===== config.mk =====
export PLATFORM = sky130hd
export DESIGN_NAME = note_tone_gen
export DESIGN_NICKNAME = d
export VERILOG_FILES = /design/src/rtl/music_pkg.sv /design/src/rtl/note_period_lut.sv /design/src/rtl/note_tone_gen.sv
export SDC_FILE = /design/constraint.sdc
export NUM_CORES = 1
export LEC_CHECK = 0
export CORE_ASPECT_RATIO = 0.9
export CORE_MARGIN = 4
export CORE_UTILIZATION = 35
export CTS_BUF_LIST = sky130_fd_sc_hd__clkbuf_8
export DETAILED_ROUTE_END_ITERATION = 16
export HOLD_SLACK_MARGIN = 0.15
export SYNTH_ARGS = -nofsm -noshare
export SYNTH_HDL_FRONTEND = slang
export SYNTH_HIERARCHICAL = 1
export SYNTH_SLANG_ARGS = --single-unit
export TNS_END_PERCENT = 20

===== constraint.sdc =====
create_clock -name clk -period 5.45 [get_ports clk]
set_input_delay 0.8175 -clock clk [delete_from_list [all_inputs] [get_ports clk]]
set_output_delay 0.8175 -clock clk [all_outputs]
set_load 0.005 [all_outputs]

===== src/rtl/music_pkg.sv =====
// music_pkg: shared constants for the note-to-tone path (rest/max index, top-octave half-periods, counter width)
package music_pkg;
    localparam int         CNT_W_DEF = 20;
    localparam logic [7:0] NOTE_REST = 8'd0;
    localparam logic [7:0] NOTE_MAX  = 8'd48;
    // A5..G#6 half-periods in 100 MHz clock cycles; lower octaves are left shifts of these
    localparam logic [15:0] HP_TOP [12] = '{
        16'd56818, 16'd53629, 16'd50619, 16'd47778, 16'd45097, 16'd42566,
        16'd40177, 16'd37922, 16'd35793, 16'd33784, 16'd31888, 16'd30098
    };
endpackage


===== src/rtl/note_period_lut.sv =====
// note_period_lut: note index -> half-period in clk cycles (0 for rests)
//   note_i : 8-bit note index, 1..48 = A2..G#6, anything else is a rest
//   hp_o   : half-period count, HP_TOP[semitone] << (3 - octave)
module note_period_lut
    import music_pkg::*;
#(
    parameter int CNT_W = CNT_W_DEF
) (
    input  logic [7:0]       note_i,
    output logic [CNT_W-1:0] hp_o
);
    logic       valid;
    logic [7:0] idx;
    logic [1:0] oct;
    logic [3:0] semi;
    always_comb begin
        valid = (note_i != NOTE_REST) && (note_i <= NOTE_MAX);
        idx   = note_i - 8'd1;
        // octave split by comparison so no divider is inferred
        oct   = idx >= 8'd36 ? 2'd3 : idx >= 8'd24 ? 2'd2 : idx >= 8'd12 ? 2'd1 : 2'd0;
        semi  = 4'(idx - 8'(oct) * 8'd12);
        hp_o  = valid ? CNT_W'(HP_TOP[semi]) << (2'd3 - oct) : '0;
    end
endmodule


===== src/rtl/note_tone_gen.sv =====
// note_tone_gen: square-wave tone generator driven by a music ROM note index
//   clk, rst_n : 100 MHz clock, async active-low reset
//   en         : 1 = play, 0 = mute with counter cleared
//   note_in    : note index (0 / >48 = rest)
//   tone       : square-wave output
//   active     : a non-rest note is sounding with en=1
//   note_chg   : one-cycle pulse when a new index is registered
module note_tone_gen
    import music_pkg::*;
#(
    parameter int CNT_W     = CNT_W_DEF,
    parameter int SIM_SHIFT = 0
) (
    input  logic       clk,
    input  logic       rst_n,
    input  logic       en,
    input  logic [7:0] note_in,
    output logic       tone,
    output logic       active,
    output logic       note_chg
);
    logic [7:0]       note_q, note_d;
    logic             note_chg_q, note_chg_d;
    logic [CNT_W-1:0] hp_q, hp_d, cnt_q, cnt_d, lut_hp, shifted;
    logic             tone_q, tone_d, active_q, active_d;
    logic             silent, wrap;

    note_period_lut #(.CNT_W(CNT_W)) u_lut (
        .note_i (note_q),
        .hp_o   (lut_hp)
    );

    always_comb begin
        note_d     = note_in;
        note_chg_d = note_in != note_q;
        shifted    = lut_hp >> SIM_SHIFT;
        // a valid note never collapses to a rest when scaled down for simulation
        hp_d       = (lut_hp != '0 && shifted == '0) ? CNT_W'(1) : shifted;
        // silence follows the half-period being loaded so a rest mutes on the same edge
        silent     = !en || hp_d == '0;
        wrap       = cnt_q == hp_q - 1'b1;
        // a note change restarts the count but keeps the tone level (no runt pulse)
        cnt_d      = (silent || note_chg_q || wrap) ? '0 : cnt_q + 1'b1;
        tone_d     = silent ? 1'b0 : (!note_chg_q && wrap) ? ~tone_q : tone_q;
        active_d   = !silent;
    end

    always_ff @(posedge clk or negedge rst_n) begin
        if (!rst_n) begin
            note_q     <= '0;
            note_chg_q <= 1'b0;
            hp_q       <= '0;
            cnt_q      <= '0;
            tone_q     <= 1'b0;
            active_q   <= 1'b0;
        end else begin
            note_q     <= note_d;
            note_chg_q <= note_chg_d;
            hp_q       <= hp_d;
            cnt_q      <= cnt_d;
            tone_q     <= tone_d;
            active_q   <= active_d;
        end
    end

    assign tone     = tone_q;
    assign active   = active_q;
    assign note_chg = note_chg_q;
endmodule


======== Word-level counts from Yosys, hierarchy flattened ========
Memories as Yosys holds them, arrays and structs flattened.
Cells that the tools add are included.
operators by class
  add/subtract/negate cells ............... 5
  multipliers ............................. 1
  magnitude comparators ................... 5
  equal/unequal tests ..................... 2
  shift-type cells ........................ 1
  mux-type cells .......................... 10
  bitwise operators ....................... 2
  reductions and logical operators ........ 14
operator list
  cell                     count
  $mux W20                 3
  $logic_not A20 Y1        2
  $mux W16                 2
  $add A20 B1 Y20 const B  1
  $eq A20 B20 Y1           1
  $reduce_bool A20 Y1      1
  $shl A16 B2 Y20          1
  $sub A20 B1 Y20 const B  1
  $ge A8 B4 Y1 const B     1
  $ge A8 B5 Y1 const B     1
  $ge A8 B6 Y1 const B     1
  $le A8 B6 Y1 const B     1
  $ne A8 B8 Y1             1
  $reduce_bool A8 Y1       1
  $sub A8 B1 Y8 const B    1
  $ge A5 B5 Y1 const B     1
  $not A4 Y5               1
  $mux W2                  2
  $sub A4 B4 Y4            1
  $logic_and A1 B1 Y1      3
  $logic_not A1 Y1         3
  $logic_or A1 B1 Y1       3
  $mux W1                  3
  $mul A2 B1 Y2 const B    1
  other kinds (3)          3
word-level totals
  flip-flop bits (word level) ............. 51
  ROM bits ................................ 256
  bits of input ports ..................... 11
  output and inout bits ................... 3
  logic and storage cells ................. 47
  memories kept ........................... 1
memories
  name              words  width  rd ports  clocked after Yosys merged registers in  write ports  line                   text
  (name not given)  16     16     1         0                                        0            note_period_lut.sv:22  hp_o = valid ? CNT_W'(HP_TOP[semi]) << (2'd3 - oct) : '0;

======== Logic depth before layout (Yosys ltp) ========
  word-level depth ........................ 21
  gate-level depth with buffers ........... 23
  gate-level depth less buffers ........... 19

======== Hierarchy ========
The synthesis kept the hierarchy.
modules (own cells, without submodules)
  module           times used  cells each  area each (um^2)  sequential area each (um^2)
  note_tone_gen    1           252         2627.5            1276.2
  note_period_lut  1           189         1263.7            0.0

======== Worst setup path before layout ========
Ideal clock, no wire load.
  kind .................................... reg2reg
  start ................................... register note_q[0]
  end ..................................... register cnt_q[11]
  setup time .............................. 136 ps
  arrival time ............................ 4659 ps
  data required time ...................... 5314 ps
  setup slack ............................. 655 ps
  cell stages (with the launch flop) ...... 22
  buffers on the path ..................... 4
  clock period less this slack ............ 4795 ps
  cells stage by stage .................... dfrtp_1 buf_2 inv_1 ha_1 or4b_1 nor3_1 a211o_1 and4_1 inv_1 buf_1 ha_1 buf_1 mux2i_1 o211ai_1 nand3_1 o32ai_1 nor4_1 nand3_1 o21ai_0 or2_2 clkbuf_1 nor3_1
on the way
  cells in the longest elaborated chain, start to end .. 21
  elaborated cells between the ends (all ways) .. 28
  classes of those cells .................. add/sub (3); mul (1); order compare (4); shift (1); mux (8); bitwise (1); reduce/logical (9); memory (1)
ends and longest elaborated chain
  what                                line                   text
  from (decl)                         note_tone_gen.sv:22    logic [7:0] note_q, note_d;
  from (signal assigned)              note_tone_gen.sv:57    note_q <= note_d;
  $sub A8 B1 Y8                       note_period_lut.sv:18  idx = note_i - 8'd1;
  $ge A8 B4 Y1                        note_period_lut.sv:20  oct = idx >= 8'd36 ? 2'd3 : idx >= 8'd24 ? 2'd2 : idx >= 8'd12 ? 2'd1 : 2'd0;
  $mux W1                             note_period_lut.sv:20
  $mux W2 (2 in series)               note_period_lut.sv:20
  $mul A2 B1 Y2                       note_period_lut.sv:21  semi = 4'(idx - 8'(oct) * 8'd12);
  $sub A4 B4 Y4                       note_period_lut.sv:21
  $not A4 Y5 (not written as such)    note_period_lut.sv:22
  $mem_v2 Z16 W16                     -
  [... 5 more ...]                    -
  $logic_and A1 B1 Y1                 note_tone_gen.sv:38    hp_d = (lut_hp != '0 && shifted == '0) ? CNT_W'(1) : shifted;
  $mux W20 *                          note_tone_gen.sv:38
  via hp_d[15]                        note_tone_gen.sv:24    logic [CNT_W-1:0] hp_q, hp_d, cnt_q, cnt_d, lut_hp, shifted;
  $logic_not A20 Y1 *                 note_tone_gen.sv:40    silent = !en || hp_d == '0;
  $logic_or A1 B1 Y1 *                note_tone_gen.sv:40
  $logic_or A1 B1 Y1 * (2 in series)  note_tone_gen.sv:43    cnt_d = (silent || note_chg_q || wrap) ? '0 : cnt_q + 1'b1;
  $mux W20 *                          note_tone_gen.sv:43
  via cnt_d[11]                       note_tone_gen.sv:24
  to (signal assigned)                note_tone_gen.sv:60    cnt_q <= cnt_d;
  to (decl)                           note_tone_gen.sv:24
Mark *: on every way through the listed nets, which the timed path passes. The rest lies on a longest branch. The select of a mux whose other input is x is not followed.
A chain may end at the register's enable or synchronous reset.

======== Worst setup path in the final report ========
  start ................................... register note_q[0]
  end ..................................... register cnt_q[12]
Same word-level chain as after synthesis.

==> results.toml <==
[final_layout]
drive_gt1_share_pct = 8.39
design.final.nets = 462
num_antenna_cells = 0
finish.utilization_pct = 39.3
final_cell_area_mm2 = 0.00426
non_filler_instance_count_after_layout = 593
flow.area_growth_from_synthesis_pct = 9.58

[cts]
tritoncts_sink_count = 51
cts_buffers = 5
post_cts.resized_instances = 0
cts_root_buffer = "clkbuf_8"
insertion_delay_ps = 310
htree_levels = 2
clkSlewWorstSetupHoldPaths_ps = 100
buffers_from_clock_root_to_sink_at_most = 2
hold_buffers = 0
post_cts.repair.setup_buffers = 0
clock_tree_from_tritoncts = "done"

[routing]
remaining_drc_errors = 0
final_antenna_net_count = 0
detail_route.wl_per_cell_um = 14.8
wl_um = 8800
detailroute.via_count = 3193
drt_pre_antenna_iters = 4
drt_first_iter_violations = 162
vias_cell = 5.38

[logic_synthesis]
synth_sequential_area_ratio_pct = 32.8
yosys.cell_count.top_type = "dfrtp_1"
synthesis.area_per_instance_um2 = 8.82
synth_warnings = 6
top_cell_type_by_total_area_after_synthesis = "dfrtp_1"
synthesis.nets = 463
synthDistinctLibCells = 66
async_set_reset_flop_share_out_of_synthesis_pct = 100
synth.area.top_cells = "dfrtp_1 (33%), xor2_1 (6.5%), xnor2_1 (5.2%)"
synth_enable_flop_cells = 0
yosysTopAreaCellShare_pct = 32.8
syn-cell-area_mm2 = 0.00389
dominantRegCellSynth = "dfrtp_1"
synth_commonest_cells = "dfrtp_1 (51), xor2_1 (29), nor3_1 (27), nand2_1 (26), nor2_1 (25)"
postSynthRegisterBits = 51
synthCells = 441

[critical_path]
worst_path_dominant_cell_family = "simple AND/OR/NAND/NOR gates"
criticalPathCategory = "reg -> reg"
setup.worst_path.start_class = "flop"
critical_path.reg2reg.startpoint = "note_q[0]$_DFF_PN0_"
critical_path.slowest_cell = "xor2_4"
path_buf_inv = 4
cell_by_cell_trace_of_the_critical_path = "inv_1 -> ha_1 -> buf_4 -> or4b_1 -> nor3_1 -> a211o_1 -> and4_1 -> inv_1 -> ha_1 -> xor2_4 -> mux2_2 -> a22oi_1 -> o22ai_1 -> nor4_1 -> nand3_1 -> o21ai_0 -> buf_4 -> or2_2 -> nor3_1"
path_max_fanout = 23
cp-end-kind = "flop"
arrival_ps = 5150
cp.required_ps = 5580
timing.critical_path.slowest_cell_delay_ps = 570
critical_path.startpoint = "note_q[0]$_DFF_PN0_"

[global_routing]
grt_use_total_pct = 13.8
grt_antenna_before_repair = 0
grt_overflow_total = 0
grt_start_max_net_pins = 52
grt_pass1_wl_um = 15000
number_of_global_route_vias_before_repair = 3028

[sta]
timing.fmax_mhz = 199
final-hold-violation-count = 0
tightest_slew_ps = 1240
relSlewSlack_pct = 17.3
totalNegativeSetupSlack_ps = 0
rsz0062_at_grt = "no"
skew_ps = 16.0
layout_min_cycle_time_ps = 5030
post-route-period-util_pct = 92.2
slew_viol_final = 0
report.final.setup_viol = 0

[placed_design]
rd_place_congestion = 0.881
instance_count_after_placement_with_tap_cells_included = 585
port-buffer-count = 13
placement.cell_area_mm2 = 0.00413
place_hpwl_um = 6510

[pwr]
ir_drop_v = 0.000109
power_per_cell_area_mw_per_mm2 = 242
leakagePower_nw = 1.73

[floorplan]
die_h_um = 108
chipWidth_um = 119
floorplan.initialDensity_pct = 35.8
floorplan.rows = 36
coreArea_mm2 = 0.0109
design.die.area_mm2 = 0.0129
num_io_pins = 14

[min_path]
hp-start = "cnt_q[0]$_DFF_PN0_"
hp-class = "reg -> reg"

[run_status]
run_status = "completed"

[job]
drv_cap = 0
layer usage:
metal	share of wire, %	GRT usage, %	up-vias
li1	-	-	1602
met1	49	19.4	1547
met2	47	22.4	40
met3	2.5	2.04	4
met4	0.73	3.31	0
met5	0	0	-
power by group:
part / internal, mW / switching [mW] / total (mW)
clock: 0.183 / 0.123 / 0.306
combinational: 0.132 / 0.176 / 0.308
sequential: 0.392 / 0.0248 / 0.417
logic make-up (layout without fill, tap and decap cells):
| kind of cell | count (synthesis) | in the layout | synth area share, % |
|---|---|---|---|
| AOI/OAI and AO/OA | 79 | 79 | 14.2 |
| buffers and inverters | 45 | 45 | 5.24 |
| xor gates and xnor gates | 53 | 53 | 12.4 |
| adders and majority gates | 11 | 11 | 3.54 |
| and+or+nand+nor | 180 | 180 | 26.1 |
| other | 1 | 1 | 0.0964 |
| muxes | 21 | 21 | 5.56 |
| DFF | 51 | 51 | 32.8 |
cell usage in the layout (no fill, tap or decap), drive strengths merged, types with 6 or more instances in the layout:
cell,count
nor2,26
buf,9
clkdlybuf4s50,12
ha,11
nand3,21
dfrtp,51
nand2,26
a21oi,14
inv,16
o22ai,9
nor3,28
nor4,21
and3,7
xnor2,23
nand4,8
nand2b,6
mux2i,16
xor2,30
o21ai,16
through the flow:
stage / hold slack (ps) / power (mW) / setup WS (ps)
floorplan: 492 / 0.659 / 655
global placement: 529 / 0.725 / 568
detailed placement: 526 / 0.730 / 487
CTS: 541 / 1.04 / 445
global route: 567 / 1.09 / 65.1
finish: 541 / 1.03 / 423
worst register-to-register path: cells and delay by family, from the launching register on:
kind	cells	cell delay [ps]
AND/OR/NAND/NOR	7	1600
buffers and inverters	4	570
AO/OA/AOI/OAI	4	870
adder cells (fa/ha/maj)	2	460
flip-flops	1	360
XOR/XNOR	1	570
multiplexers	1	420
cell type report:
class / count / area, um^2
Fill cell: 1090 / 6590
Sequential cell: 51 / 1280
Timing Repair Buffer: 21 / 185
Clock buffer: 5 / 68.8
Multi-Input combinational cell: 345 / 2420
Tap cell: 152 / 190
Inverter: 16 / 60.1
Clock inverter: 3 / 67.6
state kept, by name (all words and copies together), names as in the netlist:
register and count:
tone 1, note_chg 1, note_q 8, active 1
cnt_q 20, hp_q 20
final timing paths:
kind / end / slack [ps] / cells past startpoint
setup / recovery: cnt_q[12]$_DFF_PN0_ / 420 / 19
setup reg to reg: cnt_q[12]$_DFF_PN0_ / 420 / 19
hold reg to reg: cnt_q[0]$_DFF_PN0_ / 540 / 1
min in group asynchronous: cnt_q[6]$_DFF_PN0_ / 690 / 1
hold / removal: cnt_q[0]$_DFF_PN0_ / 540 / 1
max in group asynchronous: hp_q[17]$_DFF_PN0_ / 4100 / 1
Note: power is estimated with default switching activity, not from simulation.
